--- config.mk ---
export PLATFORM = sky130hd
export DESIGN_NAME = bus_memory_responder
export DESIGN_NICKNAME = d
export VERILOG_FILES = /design/src/rtl/bus_memory_responder_pkg.sv /design/src/rtl/bus_memory_responder_storage.sv /design/src/rtl/bus_memory_responder.sv
export SDC_FILE = /design/constraint.sdc
export NUM_CORES = 2
export LEC_CHECK = 0
export CAP_MARGIN = 20
export CORE_MARGIN = 1
export CORE_UTILIZATION = 62
export CTS_CLUSTER_SIZE = 30
export DETAILED_ROUTE_END_ITERATION = 6
export GPL_ROUTABILITY_DRIVEN = 0
export PLACE_DENSITY_LB_ADDON = 0.05
export RECOVER_POWER = 50
export SLEW_MARGIN = 25
export SYNTH_ARGS = -nofsm -noshare
export SYNTH_HDL_FRONTEND = slang
export SYNTH_SLANG_ARGS = --single-unit
--- constraint.sdc ---
create_clock -name clock -period 4.67 [get_ports clock]
set_input_delay 1.1675 -clock clock [delete_from_list [all_inputs] [get_ports clock]]
set_output_delay 1.1675 -clock clock [all_outputs]
set_load 0.05 [all_outputs]
--- src/rtl/bus_memory_responder_pkg.sv ---
// Shared types and constants for the bus memory responder.
package internal_defines;

  typedef enum logic [1:0] {
    IDLE = 2'd0,
    WAIT = 2'd1,
    RESP = 2'd2
  } resp_state_t;

  localparam logic [7:0] IO_ADDR_DEFAULT = 8'hFF;

endpackage

--- src/rtl/bus_memory_responder_storage.sv ---
// Byte-wide storage array: synchronous write, asynchronous read, cleared on reset.
module responder_storage #(
  parameter int DEPTH = 256
) (
  input  logic       clock,
  input  logic       reset,
  input  logic       we_i,
  input  logic [7:0] addr_i,
  input  logic [7:0] wdata_i,
  output logic [7:0] rdata_o
);

  localparam int AW = (DEPTH > 1) ? $clog2(DEPTH) : 1;

  logic [7:0]    mem_q [DEPTH];
  logic          in_range;
  logic [AW-1:0] idx;

  // Addresses past the end of a short array are never touched and read as zero.
  assign in_range = ({1'b0, addr_i} < 9'(DEPTH));
  assign idx      = addr_i[AW-1:0];
  assign rdata_o  = in_range ? mem_q[idx] : 8'h00;

  always_ff @(posedge clock) begin
    if (reset) begin
      for (int i = 0; i < DEPTH; i++) mem_q[i] <= 8'h00;
    end else if (we_i && in_range) begin
      mem_q[idx] <= wdata_i;
    end
  end

endmodule

--- src/rtl/bus_memory_responder.sv ---
// Responder for CPU data-memory byte requests with configurable wait states
// and a memory-mapped output latch.
module bus_memory_responder
  import internal_defines::*;
#(
  parameter int         DEPTH       = 256,
  parameter int         WAIT_CYCLES = 2,
  parameter logic [7:0] IO_ADDR     = IO_ADDR_DEFAULT
) (
  input  logic       clock,
  input  logic       reset,
  input  logic       req_valid,
  output logic       req_ready,
  input  logic       req_write,
  input  logic [7:0] req_addr,
  input  logic [7:0] req_wdata,
  output logic       resp_valid,
  input  logic       resp_ready,
  output logic [7:0] resp_rdata,
  output logic [7:0] io_out,
  output logic       io_strobe,
  output logic       busy
);

  localparam int CW = (WAIT_CYCLES > 1) ? $clog2(WAIT_CYCLES) : 1;

  resp_state_t state_q, state_d;
  logic [CW-1:0] cnt_q, cnt_d;
  logic          hold_write_q, hold_write_d;
  logic [7:0]    hold_addr_q, hold_addr_d;
  logic [7:0]    hold_wdata_q, hold_wdata_d;
  logic [7:0]    rdata_q, rdata_d;
  logic [7:0]    io_q, io_d;
  logic          strobe_q, strobe_d;

  logic          acc_write;
  logic [7:0]    acc_addr;
  logic [7:0]    acc_wdata;
  logic          acc_is_io;
  logic          do_access;
  logic          store_we;
  logic [7:0]    store_rdata;

  // With zero wait states the access happens on the accept edge, so it must
  // use the live request rather than the holding registers.
  assign acc_write = (state_q == IDLE) ? req_write : hold_write_q;
  assign acc_addr  = (state_q == IDLE) ? req_addr  : hold_addr_q;
  assign acc_wdata = (state_q == IDLE) ? req_wdata : hold_wdata_q;
  assign acc_is_io = (acc_addr == IO_ADDR);

  responder_storage #(.DEPTH(DEPTH)) u_storage (
    .clock   (clock),
    .reset   (reset),
    .we_i    (store_we),
    .addr_i  (acc_addr),
    .wdata_i (acc_wdata),
    .rdata_o (store_rdata)
  );

  always_comb begin
    state_d      = state_q;
    cnt_d        = cnt_q;
    hold_write_d = hold_write_q;
    hold_addr_d  = hold_addr_q;
    hold_wdata_d = hold_wdata_q;
    rdata_d      = rdata_q;
    io_d         = io_q;
    strobe_d     = 1'b0;
    do_access    = 1'b0;
    store_we     = 1'b0;

    case (state_q)
      IDLE: begin
        if (req_valid) begin
          hold_write_d = req_write;
          hold_addr_d  = req_addr;
          hold_wdata_d = req_wdata;
          if (WAIT_CYCLES == 0) begin
            do_access = 1'b1;
            state_d   = RESP;
          end else begin
            cnt_d   = CW'(WAIT_CYCLES - 1);
            state_d = WAIT;
          end
        end
      end
      WAIT: begin
        if (cnt_q == '0) begin
          do_access = 1'b1;
          state_d   = RESP;
        end else begin
          cnt_d = cnt_q - 1'b1;
        end
      end
      RESP: begin
        if (resp_ready) state_d = IDLE;
      end
      default: state_d = IDLE;
    endcase

    if (do_access) begin
      if (acc_write) begin
        rdata_d = acc_wdata;
        if (acc_is_io) begin
          io_d     = acc_wdata;
          strobe_d = 1'b1;
        end else begin
          store_we = 1'b1;
        end
      end else begin
        rdata_d = acc_is_io ? io_q : store_rdata;
      end
    end
  end

  always_ff @(posedge clock) begin
    if (reset) begin
      state_q      <= IDLE;
      cnt_q        <= '0;
      hold_write_q <= 1'b0;
      hold_addr_q  <= 8'h00;
      hold_wdata_q <= 8'h00;
      rdata_q      <= 8'h00;
      io_q         <= 8'h00;
      strobe_q     <= 1'b0;
    end else begin
      state_q      <= state_d;
      cnt_q        <= cnt_d;
      hold_write_q <= hold_write_d;
      hold_addr_q  <= hold_addr_d;
      hold_wdata_q <= hold_wdata_d;
      rdata_q      <= rdata_d;
      io_q         <= io_d;
      strobe_q     <= strobe_d;
    end
  end

  assign req_ready  = (state_q == IDLE);
  assign resp_valid = (state_q == RESP);
  assign busy       = (state_q != IDLE);
  assign resp_rdata = rdata_q;
  assign io_out     = io_q;
  assign io_strobe  = strobe_q;

endmodule

After elaboration in Yosys (flattened, before gate mapping) --
Memory sizes are Yosys's and may differ from the RTL's. Cells that the tools add are included.
Cells by class: add/sub/neg operators 1, equal/unequal tests 6, muxes and demuxes 26, bitwise logic cells 2, reduce and logical (&&, ||, !) cells 9
Operators by type and width (count):
- $mux 8 | 6
- $mux 1 | 15
- $eq 8x8->1 const B | 1
- $reduce_or 8->1 | 1
- $mux 2 | 3
- $pmux 2 s3 | 1
- $reduce_and 3->1 | 2
- $ne 2x2->1 const B | 2
- $reduce_and 2->1 | 2
- $reduce_bool 2->1 | 2
- $reduce_or 3->1 | 1
- $eq 2x1->1 const B | 1
- $eq 2x2->1 const B | 1
- $logic_not 2->1 | 1
- $ne 2x1->1 const B | 1
- $not 1->1 | 2
- $pmux 1 s2 | 1
- $sub 1x1->1 const B | 1
Storage, ports and cells: register bits after elaboration 37, bits in writable memories 2048, bits of input ports 21, output and inout bits 20, word-level logic and storage cells 53, memories 1
Memories:
- u_storage.mem_q | depth 256, width 8, rd ports 1, clocked after Yosys merged registers in 0, wr ports 256, line bus_memory_responder_storage.sv:15 | logic [7:0] mem_q [DEPTH];

Logic depth before layout (Yosys ltp) --
word-level depth 11, gate-level depth with buffers 16, mapped depth without buffers 10

Modules after synthesis --
Synthesis repeated with hierarchy kept, for this count alone.
Second synthesis, totals: cell total of the unflattened synthesis 6467, area, all modules 96492.5 um2
By module, submodules not included:
- responder_storage | instances 1, cells an instance 6267, area an instance 94688.3 um2, sequential area each 61499.0 um2
- bus_memory_responder | instances 1, cells an instance 200, area an instance 1804.2 um2, sequential area each 740.7 um2

Worst setup path before layout --
OpenSTA, ideal clock, no wires.
kind in2reg, from input port req_addr[1], to register rdata_q[0] (netlist: resp_rdata[0]), library setup time 0.076 ns, arrival time 3.432 ns, required time 4.594 ns, setup slack 1.162 ns, stages 12, path buffers 3, cells stage by stage or4b_2 o21ai_4 buf_2 buf_2 buf_1 a22o_1 a221oi_1 o22ai_1 o21ai_0 a41oi_1 nor4_1 o22ai_1
Between the ends: word-level cells in the longest chain between the ends 4, elaborated cells between the ends (all ways) 5, those cells by class eq/ne (1); mux (3); memory (1)
Ends and longest elaborated chain:
- start: declaration | line bus_memory_responder.sv:15 | input logic [7:0] req_addr,
- $mux 8 (*) | line bus_memory_responder.sv:47 | assign acc_addr = (state_q == IDLE) ? req_addr : hold_addr_q;
- $mem_v2 256x8 or $eq 8x8->1 (tied branches)
- $mux 8 (*) | line bus_memory_responder.sv:111 | rdata_d = acc_is_io ? io_q : store_rdata;
- $mux 8 (*) | line bus_memory_responder.sv:102 | if (acc_write) begin
- end signal: assignment | line bus_memory_responder.sv:132 | rdata_q <= rdata_d;
- end: declaration | line bus_memory_responder.sv:32 | logic [7:0] rdata_q, rdata_d;
Every way passes the cells marked *; elsewhere a longest branch is shown, timed or not. A chain may end at the register's enable or synchronous reset.

Final worst setup path --
from input port req_addr[0], to register rdata_q[0] (netlist: resp_rdata[0])
The elaborated chain is that of the path after synthesis.

==> impl_metrics.yaml <==
clock_tree:
  cts.htree.levels: 4
  clk_pin_slew_ns: 0.07
  cts_made_buffers: 204
  cts_root_buf: "clkbuf_16"
  cts_max_path_buffers: 3
  clk_latency_ns: 0.84
  clkSinkCount: 2085
  post_cts_buffers: 0
  ctsResizeCount: 0
  cts_hold_buf: 0
  cts_tree: "yes"
hold_path:
  hp-class: "reg -> reg"
route:
  drtPass1Iterations: 7
  ant_nets: 0
  drtIter0Drc: 9867
  post_drt_wl_per_cell_um: 27.1
  wl_mm: 261
  drc_errors: 1
  via_count: 63700
  avgViaCountPerCell: 6.63
worst_setup_path:
  path_class: "in -> reg"
  cp_max_fo: 48
  endpoint_kind: "register"
  start_kind: "input pin"
  worstPathArrival_ns: 5.41
  worst-endpoint-required_ns: 5.41
die:
  die_area_um2: 143000
  coreArea_um2: 140000
  dieWidth_um: 379
  die_h_um: 379
  rows: 137
  io_pins: 41
  start_util_pct: 62.8
timing:
  finClkSkew_ns: 0.0273
  final_hold_viol_count: 0
  worst_pin_slew_ns: 2.63
  fmax_mhz: 214
  report.final.slew_viol_count: 190
  rsz0062_at_grt: "no"
  period_share_pct: 100
  finalSetupViolCount: 1
  setup_slack_ns: -0.00324
  layout_min_cycle_time_ns: 4.67
  relSlewSlack_pct: -75.0
power:
  leakagePower_uw: 0.0348
  pwr_density_cell_nw_per_um2: 419
  power_uw: 42700
  peakVddDrop_mv: 0.341
layout:
  final_nets: 7581
  drive_gt1_share_pct: 11.4
  design_area_um2: 102000
  final_core_util_pct: 72.9
  syn2layout_area_growth_pct: 16.1
synthesis:
  ys_ff_latch: 2085
  syn-instance-count: 7087
  synth.area.top_cells: "edfxtp_1 (70%), nor2_1 (8.9%), a22oi_1 (5.8%)"
  async_flop_share_pct: 0
  synth.most_common_cell: "nor2_1"
  yosys.area.top_type: "edfxtp_1"
  synth-edff-count: 2048
  ys_types: 47
  yosysSeqAreaShare_pct: 70.8
  synth_warnings: 0
  netlist.area_leader.share_pct: 69.9
  synthTopCellsByCount: "nor2_1 (2,084), edfxtp_1 (2,048), a22oi_1 (680), clkbuf_1 (394), a21oi_1 (360)"
  avgSynthCellArea_um2: 12.4
  synth_area_um2: 87900
  synthFlopType: "edfxtp_1"
global_routing:
  grt_pass1_wl_mm: 382
  grt_usage_pct: 36.2
  grt_pass1_vias: 60900
  grt_max_degree: 190
  grt_overflow: 0
  antenna_found_initial: 13
flow_run:
  max_cap_violations: 1
place:
  dp_hpwl_mm: 165
  io_buffer_count: 40
  placed_area_um2: 96900
outcome:
  violations: "DRC, capacitance limit, slew limit, setup timing"
  status: "finished, violations left"
-- where the power goes --
part / internal (µW) / switching (µW) / total, µW / leakage (µW)
clock: 9690 / 6950 / 16600 / 0.00334
sequential: 21100 / 234 / 21300 / 0.0214
combinational: 1450 / 3300 / 4740 / 0.0100
total: 32200 / 10500 / 42700 / 0.0348
-- path summary, 6_finish.rpt --
path	cells past startpoint	slack, ns	startpoint	to
setup / recovery	14	-0.003	req_addr[0]	resp_rdata[0]$_SDFFE_PP0P_
hold / removal	2	0.49	hold_wdata_q[7]$_SDFFE_PP0P_	hold_wdata_q[7]$_SDFFE_PP0P_
setup reg to reg	14	0.08	state_q[0]$_SDFFE_PP0P_	resp_rdata[0]$_SDFFE_PP0P_
hold reg to reg	2	0.49	hold_wdata_q[7]$_SDFFE_PP0P_	hold_wdata_q[7]$_SDFFE_PP0P_
-- cells by family (layout without fill, tap and decap cells) --
| kind of cell | Yosys count | after routing | share of synthesized area [%] |
|---|---|---|---|
| compound gates | 1685 | 1685 | 13.8 |
| buf+inv | 619 | 1260 | 2.98 |
| flops | 2085 | 2085 | 70.8 |
| mux | 9 | 9 | 0.102 |
| other cells | 1 | 13 | 0.00427 |
| simple gates | 2688 | 2688 | 12.4 |
-- critical path: stages --
cell and delay, ns:
clkdlybuf4s50_1 0.64, or4b_2 0.68, o21ai_4 0.26, buf_12 0.32
buf_4 0.23, a22o_1 0.14, a221oi_1 0.06, o22ai_1 0.17
o21ai_0 0.30, buf_4 0.27, a41oi_1 0.60, buf_4 0.25
nor4_1 0.05, o22ai_1 0.17
-- layout by cell type (no fill, tap or decap), types with 5 or more instances in the layout --
cell type,netlist,final
clkbuf_4,0,7
dfxtp_1,37,37
nand3_1,5,5
a221oi_1,172,172
a211oi_1,9,9
o22ai_1,94,94
a22oi_1,680,680
or4_1,7,7
nand2b_1,259,259
o21a_1,6,6
a21oi_1,360,360
bufinv_16,0,23
edfxtp_1,2048,2048
or3_1,6,6
a22o_1,172,172
mux2i_4,0,8
nor2_1,2084,2080
clkinv_1,1,51
clkinv_2,1,44
clkbuf_2,0,23
o21ai_0,53,50
nor3_1,7,7
buf_12,0,139
clkbuf_16,0,216
clkdlybuf4s50_1,0,19
o41ai_1,84,84
o31a_1,9,9
dlygate4sd3_1,0,20
clkbuf_1,394,305
o21ai_4,2,6
diode_2,0,5
a41oi_1,29,29
nand2_1,301,301
buf_4,10,390
inv_1,8,8
conb_1,1,8
-- flip-flops by register name, indices dropped and copies added (netlist names) --
signal           flops
hold_addr_q          8
state_q              2
io_out               8
resp_rdata           8
u_storage.mem_q   2048
hold_wdata_q         8
io_strobe            1
cnt_q                1
hold_write_q         1
-- stage by stage --
stage | std cells | worst slack (ns) | hold slack (ns) | TNS, ns
after floorplan | 7094 | 1.16 | 0.436 | 0
after global placement | 9229 | -0.662 | 0.472 | -3.41
after detailed placement | 9230 | -0.648 | 0.474 | -3.41
after CTS | 9611 | 0.191 | 0.486 | 0
after global routing | 9614 | 0.0206 | 0.502 | 0
final | 9616 | -0.00324 | 0.488 | -0.00324
-- cell type report --
cell class,count,area (µm²)
sequential,2085,62200
fill,9558,38000
multi-input combinational,4390,23300
timing repair buffer,869,7300
clock buffer,255,5570
tap,1876,2350
clock inverter,126,1200
inverter,10,38.8
antenna,5,12.5
-- routing by layer --
metal / part of all wire (%) / GRT usage (%) / routed length, µm / up-vias
li1: - / - / - / 27400
met1: 38 / 51.0 / 98100 / 31400
met2: 46 / 55.9 / 120000 / 4304
met3: 12 / 7.48 / 32200 / 627
met4: 4.0 / 14.0 / 10300 / 10
met5: 0.027 / 0 / 71 / -
Power figures use the tool's default switching activity.
